$ cat src/rtl/urv_pipe_ctrl.sv
// Pipeline stall/kill controller: branch shadow kills, trap flush with fetch-hold window.
// Optional performance counters are enabled by defining URV_PIPE_PERF_EN.
module urv_pipe_ctrl #(
    parameter int g_num_stages   = 4,
    parameter int g_branch_stage = 2,
    parameter int g_flush_hold   = 2
) (
    input  logic                    clk_i,
    input  logic                    rst_n_i,
    input  logic [g_num_stages-1:0] stall_req_i,
    input  logic                    bra_i,
    input  logic                    trap_i,
    output logic [g_num_stages-1:0] stall_o,
    output logic [g_num_stages-1:0] kill_o,
    output logic                    busy_o,
    output logic [31:0]             perf_stall_o,
    output logic [31:0]             perf_flush_o
);

    localparam int N    = g_num_stages;
    localparam int B    = g_branch_stage;
    localparam int SH_W = $clog2(B + 1);

    logic [SH_W-1:0]  shCnt_q;
    logic [SH_W-1:0]  shCnt_d;
    logic [3:0]       holdCnt_q;
    logic [3:0]       holdCnt_d;
    logic [N-1:0]     stallVec;
    logic [N-1:0]     killVec;
    logic             braAccept;
    logic             reqAcc;

    assign busy_o = (holdCnt_q != 4'd0);

    // A stage stalls whenever it or any later stage asks to; writeback never stalls.
    always_comb begin
        stallVec      = '0;
        reqAcc        = stall_req_i[N-1];
        for (int i = N - 2; i >= 0; i--) begin
            reqAcc      = reqAcc | stall_req_i[i];
            stallVec[i] = reqAcc;
        end
        stallVec[0]   = stallVec[0] | busy_o;
    end

    assign stall_o   = stallVec;
    assign braAccept = bra_i & ~stallVec[B] & ~trap_i;

    // Shadow pattern: with sh_cnt = k, the k youngest-relative slots up to stage B still hold wrong-path work.
    always_comb begin
        killVec = '0;
        if (trap_i) begin
            killVec = '1;
        end else begin
            for (int i = 0; i < N; i++) begin
                if ((i < B) && braAccept) begin
                    killVec[i] = 1'b1;
                end
                if ((i <= B) && (int'(shCnt_q) >= (B - i + 1))) begin
                    killVec[i] = 1'b1;
                end
            end
        end
    end

    assign kill_o = killVec;

    always_comb begin
        shCnt_d = shCnt_q;
        if (trap_i) begin
            shCnt_d = '0;
        end else if (braAccept) begin
            shCnt_d = SH_W'(B);
        end else if ((shCnt_q != '0) && !stallVec[B]) begin
            shCnt_d = shCnt_q - SH_W'(1);
        end
    end

    always_comb begin
        holdCnt_d = holdCnt_q;
        if (trap_i) begin
            holdCnt_d = 4'(g_flush_hold);
        end else if (holdCnt_q != 4'd0) begin
            holdCnt_d = holdCnt_q - 4'd1;
        end
    end

    always_ff @(posedge clk_i or negedge rst_n_i) begin
        if (!rst_n_i) begin
            shCnt_q   <= '0;
            holdCnt_q <= 4'd0;
        end else begin
            shCnt_q   <= shCnt_d;
            holdCnt_q <= holdCnt_d;
        end
    end

`ifdef URV_PIPE_PERF_EN
    logic [31:0] perfStall_q;
    logic [31:0] perfFlush_q;
    logic        flushEvent;

    // A trap cancels any simultaneous branch, so a cycle never contributes two flush events.
    assign flushEvent = braAccept | trap_i;

    always_ff @(posedge clk_i or negedge rst_n_i) begin
        if (!rst_n_i) begin
            perfStall_q <= 32'd0;
            perfFlush_q <= 32'd0;
        end else begin
            if (stallVec[0]) begin
                perfStall_q <= perfStall_q + 32'd1;
            end
            if (flushEvent) begin
                perfFlush_q <= perfFlush_q + 32'd1;
            end
        end
    end

    assign perf_stall_o = perfStall_q;
    assign perf_flush_o = perfFlush_q;
`else
    assign perf_stall_o = 32'd0;
    assign perf_flush_o = 32'd0;
`endif

endmodule

$ cat config.mk
export PLATFORM = sky130hd
export DESIGN_NAME = urv_pipe_ctrl
export DESIGN_NICKNAME = d
export VERILOG_FILES = /design/src/rtl/urv_pipe_ctrl.sv
export SDC_FILE = /design/constraint.sdc
export NUM_CORES = 1
export LEC_CHECK = 0
export CORE_MARGIN = 4
export CORE_UTILIZATION = 34
export DETAILED_ROUTE_END_ITERATION = 10
export GPL_TIMING_DRIVEN = 0
export HOLD_SLACK_MARGIN = 0.02
export PLACE_DENSITY_LB_ADDON = 0.25
export RECOVER_POWER = 100
export SLEW_MARGIN = 20
export SYNTH_ARGS = -nofsm -noshare
export SYNTH_HDL_FRONTEND = slang
export SYNTH_SLANG_ARGS = --single-unit
export TNS_END_PERCENT = 20
$ cat constraint.sdc
create_clock -name clk_i -period 3.2 [get_ports clk_i]
set_input_delay 0.48 -clock clk_i [delete_from_list [all_inputs] [get_ports clk_i]]
set_output_delay 0.48 -clock clk_i [all_outputs]
set_load 0.05 [all_outputs]
==> out/qor.csv, run 1 <==
metric;value;unit
H-tree depth;1;
remaining global-route overflow;0;
Fillers;249;
initial antenna violation count;0;
outcome;finished, final reports clean;
Total GRT Usage;9.42;%
Remaining DRCs;0;
layout cells sized above 1;38.2;%
detailed placer's ending HPWL;1.60;mm
relative max-transition margin;65.4;%
fin crit share;90.8;%
nets;206;
Hold Worst Slack;0.563;ns
Hold-fix buffers, CTS;0;
worst endpoint required time;2.72;ns
Worst Tran Pin Value;0.518;ns
clock sinks;6;
diode count;0;
clk_lat worst skew;0.23;ns
final hold vios;0;
CP Capture Type;primary output;
Setup CP Type;in -> out;
routed vias/inst;3.27;
CTS tree;done;
post-synthesis sequential area ratio;16.4;%
Max-Cap Viols;0;
Slew Limit Fails;0;
# Post-CTS Setup Buffers;0;
P per Cell Area;419;mW/mm^2
fmax;344;MHz
per-cell routed wire length;7.77;um
Mapped Cells;110;
top_reg_cell synth;dfrtp_1;
maximum fanout along the worst path;3;
global-route wire length before repair;2.50;mm
DRT Pass-1 Iters;3;
CTS Buf Count;3;
total core area;0.00252;mm^2
DRT iter0 DRCs;3;
Post-synth EDFFs;0;
RSZ-0062 raised after global routing;false;
Cell variety after synth;24;
Commonest cells post-synth;buf_4, inv_1, dfrtp_1;
asr flop ratio synth;100;%
endpoints failing setup;0;
Synth Warn #;0;
multi-input logic area;478;um^2
Seq cells post-synth;6;
Clk pin slew, worst setup/hold paths;0.04;ns
CTS resizes;0;
hold crit path type;in -> async;
overall die width;59.8;um
Post-Syn Area per Cell;8.30;um^2
starting density of the core;36.2;%
CP Data Arrival Time;2.43;ns
RePlAce Congestion;0.708;
Ports;81;
Leak;0.836;nW
IO buf count;14;
CTS Buffer Depth;2;
Reg area;150;um^2
standard-cell rows;18;
largest net degree at the start of global routing;9;
P&R area growth vs syn;48.2;%
Post-Route Setup TNS;0;ns
vias in the first global route;640;
post-detailed-route count of antenna-violating nets;0;
Synth area leader;buf_4;
Die Area;0.00358;mm^2
final clock skew;0.000402;ns
Routed Wire Length;1.72;mm
maximum vdd drop;0.000203;V
minimum clock period;2.91;ns
DIE HEIGHT;59.8;um
count leader, synth;buf_4;
post-synth top area share;54.2;%
CTS root buf;clkbuf_4;
top post-synthesis cells by area;buf_4, dfrtp_1, ha_1;
via count;723;
CP Launch Type;input pin;
Netlist Area Pre-Place;913;um^2
## worst paths after layout
| check | start | to | slack [ns] | cells after the start |
|---|---|---|---|---|
| min | rst_n_i | holdCnt_q[1] | 0.56 | 1 |
| max in group asynchronous | rst_n_i | holdCnt_q[2] | 2.41 | 1 |
| min in group clk_i | trap_i | holdCnt_q[0] | 0.57 | 2 |
| max | stall_req_i[2] | stall_o[0] | 0.29 | 4 |
| min reg2reg | holdCnt_q[1] | holdCnt_q[1] | 0.57 | 2 |
| max reg2reg | shCnt_q[1] | shCnt_q[1] | 1.78 | 5 |
## worst max-delay path, stage by stage
cell and delay (ns):
clkdlybuf4s50_1 0.44, or3_4 0.39, or3_1 0.34, dlygate4sd3_1 0.77
## logic make-up after synthesis
kind of cell    after synthesis  synth area share [%]
xor+xnor                      1                 0.959
buf+inv                      74                  57.5
compound gates                7                  6.58
mux                           2                  2.19
simple gates                 14                  9.04
fa+ha+maj                     5                  6.85
other cells                   1                 0.411
flops                         6                  16.4
## layer usage
metal	GRT usage (%)	routed length (um)
met5	0	0
met2	18.2	925
met3	3.89	226
met1	8.03	559
met4	4.75	7
## per-stage QoR
step	std cells	util (%)	setup WS, ns	power (mW)	instance area [um^2]
floorplan	174	-	0.973	0.454	1150
global placement	218	52.8	0.355	0.496	1330
detailed placement	218	52.8	0.330	0.505	1330
CTS	221	53.7	0.333	0.575	1350
global route	221	53.7	0.245	0.603	1350
finish	221	53.7	0.295	0.568	1350
## power breakdown
group	switching [mW]	internal, mW	total (mW)
logic	0.271	0.120	0.391
registers	0.0159	0.0943	0.110
clock network	0.0247	0.0423	0.0670
total	0.312	0.256	0.568
## layout by cell type (no fill, tap or decap), drive strengths merged, types with 2 or more instances in the layout
cell type / n
nor3: 2
inv: 7
clkbuf: 4
mux2i: 2
nand2: 2
nor2: 4
dlygate4sd3: 9
ha: 5
buf: 66
or3: 2
dfrtp: 6
conb: 65
clkdlybuf4s50: 5
## final cells by class
type | instances | area share, %
Tap cell | 30 | 2.77
Inverter | 7 | 1.94
Clock buffer | 3 | 1.66
Buffer | 67 | 36.9
Multi-Input combinational cell | 94 | 35.3
Timing Repair Buffer | 14 | 10.4
Sequential cell | 6 | 11.1
## registers in the layout (all words and copies together), names as in the netlist
register   count
holdCnt_q      4
shCnt_q        2
Note: power is estimated with default switching activity, not from simulation.
==> run 2: changes to the inputs <==
--- a/config.mk
+++ b/config.mk
@@ -7,5 +7,6 @@
 export LEC_CHECK = 0
 export CORE_MARGIN = 4
-export CORE_UTILIZATION = 34
+export CORE_UTILIZATION = 35
+export CTS_BUF_LIST = sky130_fd_sc_hd__clkbuf_8
 export DETAILED_ROUTE_END_ITERATION = 10
 export GPL_TIMING_DRIVEN = 0
==> constraint.sdc (replaced) <==
create_clock -name clk_i -period 3.2 [get_ports clk_i]
set_input_delay 0.8 -clock clk_i [delete_from_list [all_inputs] [get_ports clk_i]]
set_output_delay 0.8 -clock clk_i [all_outputs]
set_load 0.05 [all_outputs]
==> run 2 against run 1 <==
Sequential power about the same; clock skew increased by 0.0011 ns; global-route usage down 0.28 points; clock power increased by 66%; power increased by 7.4%; worst setup slack lost 0.23 ns; critical path type unchanged; combinational power barely moved.
==> out/qor.csv, run 2 (synthesis results as in run 1) <==
metric;value;unit
per-cell routed wire length;7.63;um
Post-Layout Cell Count;221;
fin crit share;98.0;%
P&R area growth vs syn;48.9;%
overall die width;59.1;um
fmax;319;MHz
RePlAce Congestion;0.754;
Remaining DRCs;0;
Reg-to-Reg End;holdCnt_q[0];
Total GRT Usage;9.14;%
maximum vdd drop;0.000204;V
endpoints failing setup;0;
FF-to-FF path depth;5;
clock sinks;6;
Hold-fix buffers, CTS;0;
CP Launch Type;input pin;
hold crit path type;reg -> reg;
Hold Worst Slack;0.541;ns
slowest CP cell;clkdlybuf4s50_1;
DIE HEIGHT;59.1;um
CTS Buffer Depth;2;
Hold EP;holdCnt_q[1];
layout cells sized above 1;38.2;%
largest net degree at the start of global routing;9;
Largest Register;holdCnt_q;
placed cell count;218;
Slew Limit Fails;0;
Worst Tran Pin Value;0.510;ns
hold path depth;2;
H-tree depth;1;
minimum clock period;3.13;ns
Setup CP Type;in -> out;
nets;206;
initial antenna violation count;0;
Layout Utilization;54.9;%
post-detailed-route count of antenna-violating nets;0;
starting density of the core;36.9;%
launching point of the worst reg2reg path;holdCnt_q[0];
Die Area;0.00349;mm^2
CP Capture Type;primary output;
Leak;0.850;nW
Top Registers;holdCnt_q x4, shCnt_q x2;
worst endpoint required time;2.40;ns
final hold vios;0;
outcome;finished, final reports clean;
Ports;81;
hold_sp;holdCnt_q[1];
relative max-transition margin;65.9;%
Clk pin slew, worst setup/hold paths;0.03;ns
RSZ-0062 raised after global routing;false;
standard-cell rows;18;
Max-Cap Viols;0;
Crit path largest cell delay;0.71;ns
via count;707;
CP most frequent cell;clkdlybuf4s50_1;
detailed placer's ending HPWL;1.57;mm
maximum fanout along the worst path;3;
max FFs per register;4;
IO buf count;14;
total core area;0.00248;mm^2
remaining global-route overflow;0;
Routed Wire Length;1.69;mm
DRT iter0 DRCs;5;
CP Data Arrival Time;2.33;ns
most common cell after layout, fill and taps aside;buf_4;
global-route wire length before repair;2.46;mm
CTS root buf;clkbuf_8;
routed vias/inst;3.20;
CTS tree;done;
most frequent cells in the layout;buf_4, conb_1, clkdlybuf4s50_1, inv_1, dfrtp_1;
R2R Setup Slk;1.72;ns
final clock skew;0.00150;ns
cells along the critical path;clkdlybuf4s50_1 -> or3_4 -> clkdlybuf4s50_1;
DRT Pass-1 Iters;4;
Fillers;229;
diode count;0;
clk_lat worst skew;0.22;ns
CTS Buf Count;3;
P per Cell Area;448;mW/mm^2
vias in the first global route;603;
## run 2: changes by cell type in the layout (fill, tap and decap cells not counted), sizes merged
cell / change
clkbuf: +1
dlygate4sd2: +2
dlygate4sd3: -6
clkdlybuf4s50: +3
## run 2: metal layers
layer	global-route usage, %	routed length (um)	vias up
li1	-	-	380
met1	9.51	572	289
met3	3.05	189	0
met2	16.6	924	38
met5	0	0	-
met4	3.88	0	0
## run 2: through the flow
step / setup WS, ns / total power, mW / cell area, um^2 / setup TNS [ns]
floorplan: 0.535 / 0.454 / 1150 / 0
global placement: -0.283 / 0.496 / 1330 / -0.525
detailed placement: -0.287 / 0.502 / 1330 / -0.502
CTS: 0.000722 / 0.614 / 1370 / 0
global route: 0.0121 / 0.646 / 1360 / 0
finish: 0.0655 / 0.610 / 1360 / 0
## run 2: critical path, delay by kind of cell
| kind | cells | cell delay (ns) |
|---|---|---|
| AND/OR/NAND/NOR | 1 | 0.39 |
| buffers and inverters | 2 | 1.15 |
## run 2: final cells by class
cell class	count	area, um^2	area share, %
flip-flops and latches	6	150	11.0
clock buffers	3	41.3	3.04
well taps	30	37.5	2.76
inverters	7	26.3	1.93
multi-input cells	94	473	34.8
repair buffers	14	133	9.75
plain buffers	67	499	36.7
## run 2: report_power, final
group	switching [mW]	internal [mW]	leakage (nW)	total, mW
logic	0.271	0.120	0.751	0.390
clock network	0.0302	0.0806	0.0216	0.111
registers	0.0143	0.0945	0.0780	0.109
total	0.315	0.295	0.850	0.610
## run 2: worst max-delay path by stage
stage | startpoint | to
2_1_floorplan | stall_req_i[2] | stall_o[0]
6_report | stall_req_i[2] | stall_o[1]
4_1_cts | stall_req_i[2] | stall_o[0]
3_5_place_dp | stall_req_i[2] | stall_o[0]
3_3_place_gp | stall_req_i[2] | stall_o[0]
5_1_grt | stall_req_i[2] | stall_o[2]
## run 2: timing repair
item	CTS	global route
buffers inserted	0	0
gates resized for setup	3	2
setup endpoints to repair	3	1
